`config.mk`:
```
export PLATFORM = sky130hd
export DESIGN_NAME = regfile_read_stage
export DESIGN_NICKNAME = d
export VERILOG_FILES = /design/src/rtl/regfile_read_stage.sv
export SDC_FILE = /design/constraint.sdc
export NUM_CORES = 1
export LEC_CHECK = 0
export CAP_MARGIN = 5
export CORE_ASPECT_RATIO = 2
export CORE_UTILIZATION = 40
export DETAILED_ROUTE_END_ITERATION = 7
export PLACE_DENSITY = 0.7
export SETUP_SLACK_MARGIN = 0.02
export SLEW_MARGIN = 5
export SYNTH_ARGS = -nofsm -noshare
export SYNTH_HDL_FRONTEND = slang
export SYNTH_SLANG_ARGS = --single-unit
export TNS_END_PERCENT = 50
```
`constraint.sdc`:
```
create_clock -name clk -period 3.5 [get_ports clk]
set_clock_uncertainty 0.05 [all_clocks]
set_input_delay 0.35 -clock clk [delete_from_list [all_inputs] [get_ports clk]]
set_output_delay 0.35 -clock clk [all_outputs]
set_load 0.005 [all_outputs]
```
`src/rtl/regfile_read_stage.sv`:
```
// Register-file read stage for the pipelined MIPS core.
// Accepts decoded instructions, reads the register file, bypasses the
// same-cycle write-back, forces $zero, and tracks in-flight destination
// writes in a scoreboard so RAW/WAW hazards stall issue. Operands are
// presented registered one cycle after acceptance.
//
// Ports:
//   clk, rst            clock, asynchronous active-low reset
//   in_valid/in_ready   decoded-instruction handshake (in_rs, in_rt, in_rd, in_rd_we)
//   rf_ra1/rf_ra2       register-file read addresses (combinational copies of rs/rt)
//   rf_rd1/rf_rd2       register-file read data (combinational read)
//   wb_en/wb_addr/wb_data  write-back port, used for bypass and scoreboard clear
//   out_valid/out_ready operand handshake toward execute (out_rs_data, out_rt_data,
//                       out_rd, out_rd_we)
//   stall_count         saturating count of hazard-stall cycles
module regfile_read_stage #(
  parameter int unsigned N    = 32,
  parameter int unsigned NREG = 32,
  parameter int unsigned AW   = 5
) (
  input  logic          clk,
  input  logic          rst,
  input  logic          in_valid,
  output logic          in_ready,
  input  logic [AW-1:0] in_rs,
  input  logic [AW-1:0] in_rt,
  input  logic [AW-1:0] in_rd,
  input  logic          in_rd_we,
  output logic [AW-1:0] rf_ra1,
  output logic [AW-1:0] rf_ra2,
  input  logic [N-1:0]  rf_rd1,
  input  logic [N-1:0]  rf_rd2,
  input  logic          wb_en,
  input  logic [AW-1:0] wb_addr,
  input  logic [N-1:0]  wb_data,
  output logic          out_valid,
  input  logic          out_ready,
  output logic [N-1:0]  out_rs_data,
  output logic [N-1:0]  out_rt_data,
  output logic [AW-1:0] out_rd,
  output logic          out_rd_we,
  output logic [15:0]   stall_count
);

  localparam int unsigned CW = 16;

  logic [NREG-1:0] pend;
  logic [NREG-1:0] pend_n;
  logic [NREG-1:0] wb_clr;
  logic [NREG-1:0] live;
  logic            hazard;
  logic            accept;
  logic [N-1:0]    rs_sel;
  logic [N-1:0]    rt_sel;

  // Operand mux: $zero, then write-back bypass, then register-file data.
  function automatic logic [N-1:0] sel_op(
    input logic [AW-1:0] addr,
    input logic [N-1:0]  rf_data,
    input logic          wen,
    input logic [AW-1:0] waddr,
    input logic [N-1:0]  wdata
  );
    if (addr == '0)                  return '0;
    else if (wen && (waddr == addr)) return wdata;
    else                             return rf_data;
  endfunction

  assign rf_ra1 = in_rs;
  assign rf_ra2 = in_rt;

  // Registers being written back this cycle are no longer a hazard.
  always_comb begin
    wb_clr = '0;
    for (int i = 1; i < int'(NREG); i++) begin
      if (wb_en && (wb_addr == AW'(i))) wb_clr[i] = 1'b1;
    end
  end

  assign live = pend & ~wb_clr;

  // WAW also stalls: only one write per register may be in flight.
  assign hazard = live[in_rs] | live[in_rt] |
                  (in_rd_we & (in_rd != '0) & live[in_rd]);

  assign in_ready = (!out_valid || out_ready) && !hazard;
  assign accept   = in_valid && in_ready;

  assign rs_sel = sel_op(in_rs, rf_rd1, wb_en, wb_addr, wb_data);
  assign rt_sel = sel_op(in_rt, rf_rd2, wb_en, wb_addr, wb_data);

  // Next scoreboard: write-back clears first so a same-cycle set wins.
  always_comb begin
    pend_n = pend & ~wb_clr;
    if (accept && in_rd_we && (in_rd != '0)) pend_n[in_rd] = 1'b1;
    pend_n[0] = 1'b0;
  end

  // Scoreboard register.
  always_ff @(posedge clk or negedge rst) begin
    if (!rst) pend <= '0;
    else      pend <= pend_n;
  end

  // Output register toward execute; holds while backpressured.
  always_ff @(posedge clk or negedge rst) begin
    if (!rst) begin
      out_valid   <= 1'b0;
      out_rs_data <= '0;
      out_rt_data <= '0;
      out_rd      <= '0;
      out_rd_we   <= 1'b0;
    end else if (accept) begin
      out_valid   <= 1'b1;
      out_rs_data <= rs_sel;
      out_rt_data <= rt_sel;
      out_rd      <= in_rd;
      out_rd_we   <= in_rd_we;
    end else if (out_ready) begin
      out_valid   <= 1'b0;
    end
  end

  // Hazard-stall counter, saturating; backpressure-only stalls are excluded.
  always_ff @(posedge clk or negedge rst) begin
    if (!rst) begin
      stall_count <= '0;
    end else if (in_valid && hazard && (stall_count != {CW{1'b1}})) begin
      stall_count <= stall_count + CW'(1);
    end
  end

endmodule

```
==> results by stage, run 1 <==
Outcome:
- The flow ran to the end, and the final reports show no timing, DRC or antenna violations.

GRT:
- Entering global routing, the biggest net connects 57 pins.
- Global routing consumed, over all layers together, 27.8% of the routing resources.
- The number of global-route vias before repair is ~7000.
- The total global routing overflow is 0.
- The global-route wire length before repair is 39.4 mm.
- The initial antenna violation count came to 0.

Floorplanning:
- After floorplanning, the core was sized to cover roughly 18000 sq um.
- In this run the count of I/O pins placed on the die edge is 220.
- After floorplanning, the core was divided into 69 placement rows.
- The full die area is 18700 sq um.
- The die is 97.1 um wide.
- The initial core utilization is approximately 40%.
- The die is 192 um tall.

Clock network:
- No sink is reached through more buffers than the 2 on the longest clock path.
- The TritonCTS clock tree is built.
- The number of clock buffers added by TritonCTS is 17.
- Clock latency on the worst-skew pair, taken at its later pin, is 410 ps.
- The clock sink count is 118.
- The clock edge transition at the registers on the reported setup and hold paths is roughly 50 ps.
- The cell sitting at the root of the clock tree is a sky130_fd_sc_hd__clkbuf_16.
- In this run the number of H-tree levels came out at 4.

Pwr:
- The areal power density over the cells is 498 nW/um^2.
- The sequential power share is 35.3%.
- The leakage power total is 0.00462 uW.
- Of the total power, the share spent switching nets is 27.5%.
- The clock network fraction of design power is 30.9%.
- Across the VDD grid, the largest voltage drop is 0.365 mV.
- The internal portion of the total power is a little under 4000 uW.
- The analysis attributes to net switching a power of 1500 uW.
- Combinational cells account for 33.8% of the total power.

Critical path:
- The nature of the critical path endpoint is an output port.
- The most critical setup path has its startpoint at wb_addr[3].
- The number of buffers and inverters on the critical path is 3.
- STA puts the critical path data required time at 3100 ps.
- The largest single stage delay on the critical path is 570 ps.
- The family of cells with the greatest summed delay on the critical path is simple AND/OR/NAND/NOR gates.
- The slowest stage of the critical path belongs to the cell sky130_fd_sc_hd__or4b_4.
- STA puts the critical path data arrival time at 2930 ps.
- STA classifies the critical path startpoint as a primary input.
- Along the worst path, the maximum fanout reaches 6.
- By startpoint and endpoint, the worst setup path is classified as primary input to output port.
- Walking the worst path, the cells encountered are clkdlybuf4s15_2 > or4b_4 > o21ai_2 > mux4_2 > nor3b_1 > or4_1 > a211oi_2 > o221ai_2 > buf_4 > nor2_1 > dlygate4sd2_1.
- In this run the critical register-to-register path is launched from pend[19]$_DFF_PN0_.

Synthesis:
- The share of synthesized flip-flops with an asynchronous set or reset is 100%.
- Of the synthesized area, sequential elements account for 40.8%.
- The count of state elements after synthesis is 118.
- During synthesis, Yosys emitted a total of 0 warnings.
- Synthesis handed over a netlist of just under 700 instances.
- The net count after synthesis is 800.
- The number of enable flip-flop cells after synthesis is 0.
- The post-synthesis instance area is 7240 sq um.
- The flip-flop cell with the highest count after synthesis is sky130_fd_sc_hd__dfrtp_1.
- The average instance area after synthesis is between 10 and 15 sq um.
- Synthesis instantiated 58 different standard cells from the library.

Cells and area:
- The number of fill cells is around 1500.
- The final instance area is between 10000 and 15000 sq um.
- The total area of multi-input combinational cells is 4000 sq um.
- The number of nets in the finished design is 1092.
- In the final layout, flip-flops and latches occupy between 2000 and 3000 sq um.
- For this run, the number of standard cells in the final layout without fillers is 1194.
- The repair_antennas step left the layout with diodes totalling 0.
- Cells with a size suffix above 1 make up 26.0% of the layout.
- The area growth from synthesis to layout is 51.3%.

STA:
- The worst-case headroom to the max-slew limit is about 63%.
- For the pin with the worst max-slew slack, the measured transition is 555 ps.
- The number of hold violations in the final report is 0.
- Setup violations remaining at the end of the flow were counted as 0.
- The maximum frequency from static timing analysis is 0.300 GHz.
- The number of pins with negative max-slew slack in the final report is 0.
- Counting I/O delays and the setup requirement, the final critical path takes 3330 ps.
- The final hold slack is 424 ps.
- Setup repair after global routing left no endpoint under its margin.
- The worst path uses 95.1% of the clock period.

Drt:
- After detailed routing, the number of remaining DRC violations is 0.
- Across all layers, the routed design uses 6601 vias.
- The mean routed wirelength per cell is 21.2 um.
- The remaining antenna violation count after routing is 0.
- For this block, the initial DRC count from the detailed router was roughly 350.
- The ratio of routed vias to standard cells is roughly 5.5.
- The detailed-route wire length is ~25 mm.
- For this run, the detailed router's first-pass iteration total came to 5.

Placement:
- Input and output buffers added on the ports amount to around 220.
- Once detailed placement completed, the half-perimeter wirelength came to 19.4 mm.
- The final weighted congestion in routability-driven placement is about 1.
- The instance area after placement is 10300 sq um.
- The cell count after placement is 1160.

Run:
- The count of max-cap constraint violations is 0.

Hold path:
- In this run the worst hold path is classified as primary input to asynchronous set/reset pin.
per-stage QoR:
stage | utilization (%) | setup TNS (ps) | worst slack, ps | total power [uW]
after global routing | 61.9 | 0 | 53.8 | 5700
after floorplan | - | 0 | 126 | 2640
after global placement | 58.4 | -41280 | -482 | 3740
after detailed placement | 58.4 | -50960 | -534 | 3770
final | 61.9 | 0 | 171 | 5450
after CTS | 61.9 | 0 | 71.5 | 5490
kinds of logic (layout without fill, tap and decap cells):
group	after synthesis	after routing	share of synthesized area, %
simple gates	205	205	14.5
mux	159	159	27.1
flops	118	118	40.8
compound gates	101	101	9.42
buf+inv	66	370	4.75
xor+xnor	27	27	3.27
fa+ha+maj	1	1	0.173
layout by cell type (no fill, tap or decap), types with 3 or more instances in the layout:
master and count:
sky130_fd_sc_hd__a21oi_1 4, sky130_fd_sc_hd__and3_1 11, sky130_fd_sc_hd__buf_12 8, sky130_fd_sc_hd__buf_4 108, sky130_fd_sc_hd__clkbuf_16 17, sky130_fd_sc_hd__clkdlybuf4s50_1 210
sky130_fd_sc_hd__clkinv_2 6, sky130_fd_sc_hd__dfrtp_1 118, sky130_fd_sc_hd__dlygate4sd2_1 4, sky130_fd_sc_hd__inv_1 4, sky130_fd_sc_hd__mux2_2 27, sky130_fd_sc_hd__mux2_4 48
sky130_fd_sc_hd__mux2i_1 76, sky130_fd_sc_hd__mux4_2 8, sky130_fd_sc_hd__nand2_1 21, sky130_fd_sc_hd__nand2b_1 9, sky130_fd_sc_hd__nand3_1 16, sky130_fd_sc_hd__nand3b_1 6
sky130_fd_sc_hd__nand4_1 15, sky130_fd_sc_hd__nor2_1 84, sky130_fd_sc_hd__nor3_1 11, sky130_fd_sc_hd__nor3b_1 3, sky130_fd_sc_hd__o211ai_1 7, sky130_fd_sc_hd__o21ai_0 29
sky130_fd_sc_hd__o21ai_1 3, sky130_fd_sc_hd__o21ai_2 6, sky130_fd_sc_hd__o22ai_1 3, sky130_fd_sc_hd__o31ai_1 32, sky130_fd_sc_hd__or3_1 4, sky130_fd_sc_hd__or4_1 3
sky130_fd_sc_hd__xnor2_1 25
path summary, 6_finish.rpt:
| check | to | slack [ps] | cells after the start |
|---|---|---|---|
| setup / recovery | in_ready | 170 | 11 |
| hold / removal | out_rt_data[4]$_DFFE_PN0P_ | 420 | 2 |
| setup reg to reg | out_rd[2]$_DFFE_PN0P_ | 390 | 11 |
| hold reg to reg | out_rs_data[0]$_DFFE_PN0P_ | 460 | 1 |
| max in group asynchronous | out_rt_data[7]$_DFFE_PN0P_ | 2230 | 3 |
| min in group clk | out_rs_data[0]$_DFFE_PN0P_ | 460 | 1 |
power groups by stage:
stage          Sequential [uW]  Combinational (uW)  Clock, uW
3_3_place_gp              1930                1810          0
2_1_floorplan             1910                 728          0
4_1_cts                   1930                1850       1710
6_report                  1930                1840       1690
5_1_grt                   1970                1950       1770
3_5_place_dp              1930                1840          0
metal layers:
| layer | GRT usage [%] | part of all wire, % |
|---|---|---|
| met1 | 28.9 | 35 |
| met2 | 52.1 | 55 |
| met3 | 4.53 | 4.5 |
| met4 | 16.0 | 5.4 |
| met5 | 0 | 0 |
synth_stat cells (2+ instances only):
master,number,area [sq um]
sky130_fd_sc_hd__mux2i_1,76,761
sky130_fd_sc_hd__a32oi_1,2,17.5
sky130_fd_sc_hd__buf_6,6,67.6
sky130_fd_sc_hd__or4_1,3,22.5
sky130_fd_sc_hd__a211oi_1,2,15.0
sky130_fd_sc_hd__o311a_1,2,20.0
sky130_fd_sc_hd__nor3_1,11,55.1
sky130_fd_sc_hd__clkbuf_1,30,113
sky130_fd_sc_hd__xnor2_1,25,219
sky130_fd_sc_hd__a21oi_1,4,20.0
sky130_fd_sc_hd__o41ai_1,2,17.5
sky130_fd_sc_hd__buf_1,5,18.8
sky130_fd_sc_hd__o21ai_0,32,160
sky130_fd_sc_hd__nand4_1,15,93.8
sky130_fd_sc_hd__or3_1,4,25.0
sky130_fd_sc_hd__o31ai_1,32,240
sky130_fd_sc_hd__inv_1,4,15.0
sky130_fd_sc_hd__nand3b_1,6,45.0
sky130_fd_sc_hd__nand4bb_1,2,22.5
sky130_fd_sc_hd__o22ai_1,3,18.8
sky130_fd_sc_hd__xor2_1,2,17.5
sky130_fd_sc_hd__or3b_2,2,17.5
sky130_fd_sc_hd__buf_4,10,75.1
sky130_fd_sc_hd__o21ai_1,5,25.0
sky130_fd_sc_hd__nand3_1,16,80.1
sky130_fd_sc_hd__nor2b_1,2,12.5
sky130_fd_sc_hd__nand4b_1,2,17.5
sky130_fd_sc_hd__mux2_4,48,721
sky130_fd_sc_hd__buf_2,11,55.1
sky130_fd_sc_hd__nand2b_1,9,56.3
sky130_fd_sc_hd__and3_1,11,68.8
sky130_fd_sc_hd__nand2_1,22,82.6
sky130_fd_sc_hd__o211ai_1,7,52.6
sky130_fd_sc_hd__o31a_1,2,17.5
sky130_fd_sc_hd__mux2_2,27,304
sky130_fd_sc_hd__nor3b_1,3,22.5
sky130_fd_sc_hd__nor2_1,87,327
sky130_fd_sc_hd__dfrtp_1,118,2950
sky130_fd_sc_hd__mux4_2,8,180
final cells by class:
class                      instances  area share (%)
timing repair buffer             335            28.8
sequential                       118            27.0
clock inverter                    10           0.960
clock buffer                      21            4.20
multi-input combinational        493            36.5
tap                              213            2.43
inverter                           4           0.137
registers in the layout, summed over array words and instances, names as in the netlist:
register	flops
stall_count	16
out_valid	1
out_rs_data	32
out_rt_data	32
pend	31
out_rd	5
out_rd_we	1
what timing repair did:
action | 4_1_cts | 5_1_grt
gates resized for setup | 24 | 6
gates cloned | 0 | 0
setup endpoints to repair | 102 | 92
pin swaps | 5 | 4
endpoints found under the hold margin | 38 | 0
setup buffers | 2 | 0
hold buffers | 1 | 0
Power figures use the tool's default switching activity.
==> inputs of run 2 (changes only) <==
--- a/config.mk
+++ b/config.mk
@@ -9,7 +9,7 @@
 export CORE_ASPECT_RATIO = 2
 export CORE_UTILIZATION = 40
 export DETAILED_ROUTE_END_ITERATION = 7
-export PLACE_DENSITY = 0.7
+export PLACE_DENSITY = 0.73
 export SETUP_SLACK_MARGIN = 0.02
 export SLEW_MARGIN = 5
 export SYNTH_ARGS = -nofsm -noshare
==> constraint.sdc (replaced) <==
create_clock -name clk -period 3 [get_ports clk]
set_clock_uncertainty 0.05 [all_clocks]
set_input_delay 0.3 -clock clk [delete_from_list [all_inputs] [get_ports clk]]
set_output_delay 0.3 -clock clk [all_outputs]
set_load 0.005 [all_outputs]
==> run 2 against run 1 <==
  * The run now ends with negative setup slack left
  * Total power increased by 24%
  * Sequential power up 17%
  * Clock power grew 29%
  * Via count up 5.4%
  * Non-clock buffer count up 35
  * Die area unchanged
  * Register-to-register slack worse by 460 ps
  * Critical path type is now primary input to flop
  * Largest cell class unchanged
==> results by stage, run 2 (synthesis results as in run 1) <==
Critical path:
- The critical path required time is 3240 ps.
- The worst setup path is of the primary input to flop kind.
- The maximum fanout along the worst path is 27.
- The data arrival time of the worst path is 3410 ps.
- In this run the critical register-to-register path is launched from pend[18]$_DFF_PN0_.
- The critical path goes through buf_8 > or4b_4 > o21ai_2 > mux4_2 > nor3b_2 > or4_4 > a211oi_4 > o221ai_4 > buf_6 > or3b_4 > buf_16 > mux2_4.
- The cell count of the worst reg-to-reg path is 11.
- The largest single stage delay on the critical path is 580 ps.
- The critical path starts at wb_addr[4].
- Among all stages on the critical path, the largest delay is contributed by sky130_fd_sc_hd__or4b_4.
- STA classifies the critical path startpoint as a primary input.
- STA classifies the critical path endpoint as a flop.

Drt:
- The mean routed wirelength per cell is about 21 um.
- The remaining antenna violation count after routing is 0.
- The first-iteration detailed-routing DRC count is 340.
- Wires add up to around 26 mm.
- The first-pass iteration count of the detailed router is 4.
- In the routed layout, each cell is associated on average with a via count of approximately 5.7.
- The number of remaining DRC errors is 0.
- The number of vias in the routed layout is about 7000.

GRT:
- The global-route wire length before repair is 39.5 mm.
- The number of global-route vias before repair came to 7302.
- Summed over all layers, the global routing overflow is 0.
- The pin count of the biggest net entering global routing is 56.
- The initial antenna violation count was 0.
- The global routing usage summed across all routing layers is ~28%.

Outcome:
- The flow ran to the end, but the final reports show violations.
- The final reports fail on negative setup slack.

Cells and area:
- The most common cell after layout, fill and taps aside is sky130_fd_sc_hd__clkdlybuf4s50_1.
- The largest registers in the layout are out_rs_data: 32 flops, out_rt_data: 32 flops, pend: 31 flops.
- The number of antenna diodes in the final layout is 0.
- For this run, the share of the core covered by cells in the final layout is around 66%.
- The number of fill cells is between 1000 and 1500.
- The area growth from synthesis to layout is 61.0%.
- The final instance area is 11700 sq um.
- The number of nets in the finished design is 1127.
- In the layout the commonest cells are 209 x sky130_fd_sc_hd__clkdlybuf4s50_1, 134 x sky130_fd_sc_hd__buf_4, 118 x sky130_fd_sc_hd__dfrtp_1.
- The fraction of layout cells with a size suffix above 1 is 32.1%.
- The non-filler instance count after layout is 1230.

STA:
- Setup violations remaining at the end of the flow were counted as a little over 100.
- The number of pins with negative max-slew slack in the final report is 0.
- For the pin with the worst max-slew slack, the measured transition is ~760 ps.
- The minimum clock period after layout is 3170 ps.
- Static timing analysis puts the maximum clock frequency at 0.315 GHz.
- The worst pin sits at a relative slew slack of between 40% and 50%.
- Of the available clock period, the critical path in the final layout requires 106%.
- Setup repair after global routing could not meet its margin everywhere.
- The worst-case setup margin in the final layout is -172 ps.
- The number of hold violations in the final report is 0.

Hold path:
- The min-delay analysis places its worst path in the category primary input to asynchronous set/reset pin.

Run:
- The count of max-cap constraint violations is 0.

Pwr:
- The worst-case IR drop observed on VDD is 0.493 mV.
- The leakage power total is 0.00494 uW.
- The areal power density over the cells is between 500 and 600 nW/um^2.
- The total design power is 6730 uW.

Clock network:
- After clock tree synthesis, the clock-pin slew on the worst setup and hold paths is 50 ps.
- The clock tree synthesis step divided the H-tree into 4 levels.
- TritonCTS created 17 clock buffers.
- The clock drives 118 sinks.
- The worst-case clock buffer depth is 2.
- TritonCTS built the clock tree.
- For the worst-skew pair, the clock arrives at the later sink with an insertion delay of 410 ps.
- CTS placed an instance of sky130_fd_sc_hd__clkbuf_16 at the clock tree root.

Floorplanning:
- The die covers ~19000 sq um.
- For this configuration, the core starts out at a cell density of roughly 40%.
- Row generation in the floorplan step produced 69 rows.
- The core region area is 17700 sq um.
- 220 I/O pins were placed.
- The die boundary height is 192 um.
- The die extent in x is 97.1 um.

Placement:
- The instance area after placement is 10500 sq um.
- Routability-driven placement finished with a final weighted congestion of 1.02.
- The cell count after placement is 1182.
- Input and output buffers added on the ports amount to 219.
- The placed wire-length estimate is 19.3 mm.
-- run 2: per-layer routing --
layer / track usage (%) / vias up / share of wire, %
li1: - / 3117 / -
met1: 27.7 / 3432 / 34
met2: 51.9 / 303 / 55
met3: 4.82 / 104 / 4.6
met4: 19.3 / 0 / 6.9
met5: 0 / - / 0
-- run 2: final timing paths --
kind,endpoint,slack [ps]
setup / recovery,out_rs_data[20]$_DFFE_PN0P_,-170
hold / removal,out_rt_data[5]$_DFFE_PN0P_,370
min in group clk,pend[2]$_DFF_PN0_,370
max in group asynchronous,out_rt_data[21]$_DFFE_PN0P_,1780
setup reg to reg,out_rs_data[20]$_DFFE_PN0P_,-70
hold reg to reg,stall_count[5]$_DFFE_PN0P_,450
-- run 2: per-stage QoR --
step	TNS, ps	setup slack, ps	hold WS (ps)
final	-14000	-172	368
after global routing	-21860	-285	372
after CTS	-24300	-304	350
after detailed placement	-98160	-994	262
after global placement	-92660	-895	247
after floorplan	-20970	-267	-45.6
-- run 2: repair_timing --
item | in CTS | in global routing
cloned | 3 | 1
endpoints found under the hold margin | 37 | 0
hold buffers | 1 | 0
buffers inserted | 8 | 4
pin swaps | 9 | 13
endpoints found under the setup margin | 105 | 105
resized for setup | 67 | 40
-- run 2: final cells by class --
cell class                      instances  area, sq um  share of cell area [%]
Multi-Input combinational cell        493         4260                    36.6
Inverter                                4         15.0                   0.129
Timing Repair Buffer                  370         3530                    30.2
Clock buffer                           20          457                    3.92
Clock inverter                         12          175                    1.50
Sequential cell                       118         2950                    25.3
Tap cell                              213          267                    2.29
-- run 2: worst max-delay path: cells and delay by family --
family | cells | cell delay, ps
multiplexers | 2 | 580
AND/OR/NAND/NOR | 4 | 1520
AO/OA/AOI/OAI | 3 | 510
buffers and inverters | 3 | 480
-- run 2: where the power goes --
part           internal (uW)  switching (uW)
sequential              1980             279
combinational           1480             823
clock                   1430             746
total                   4890            1850
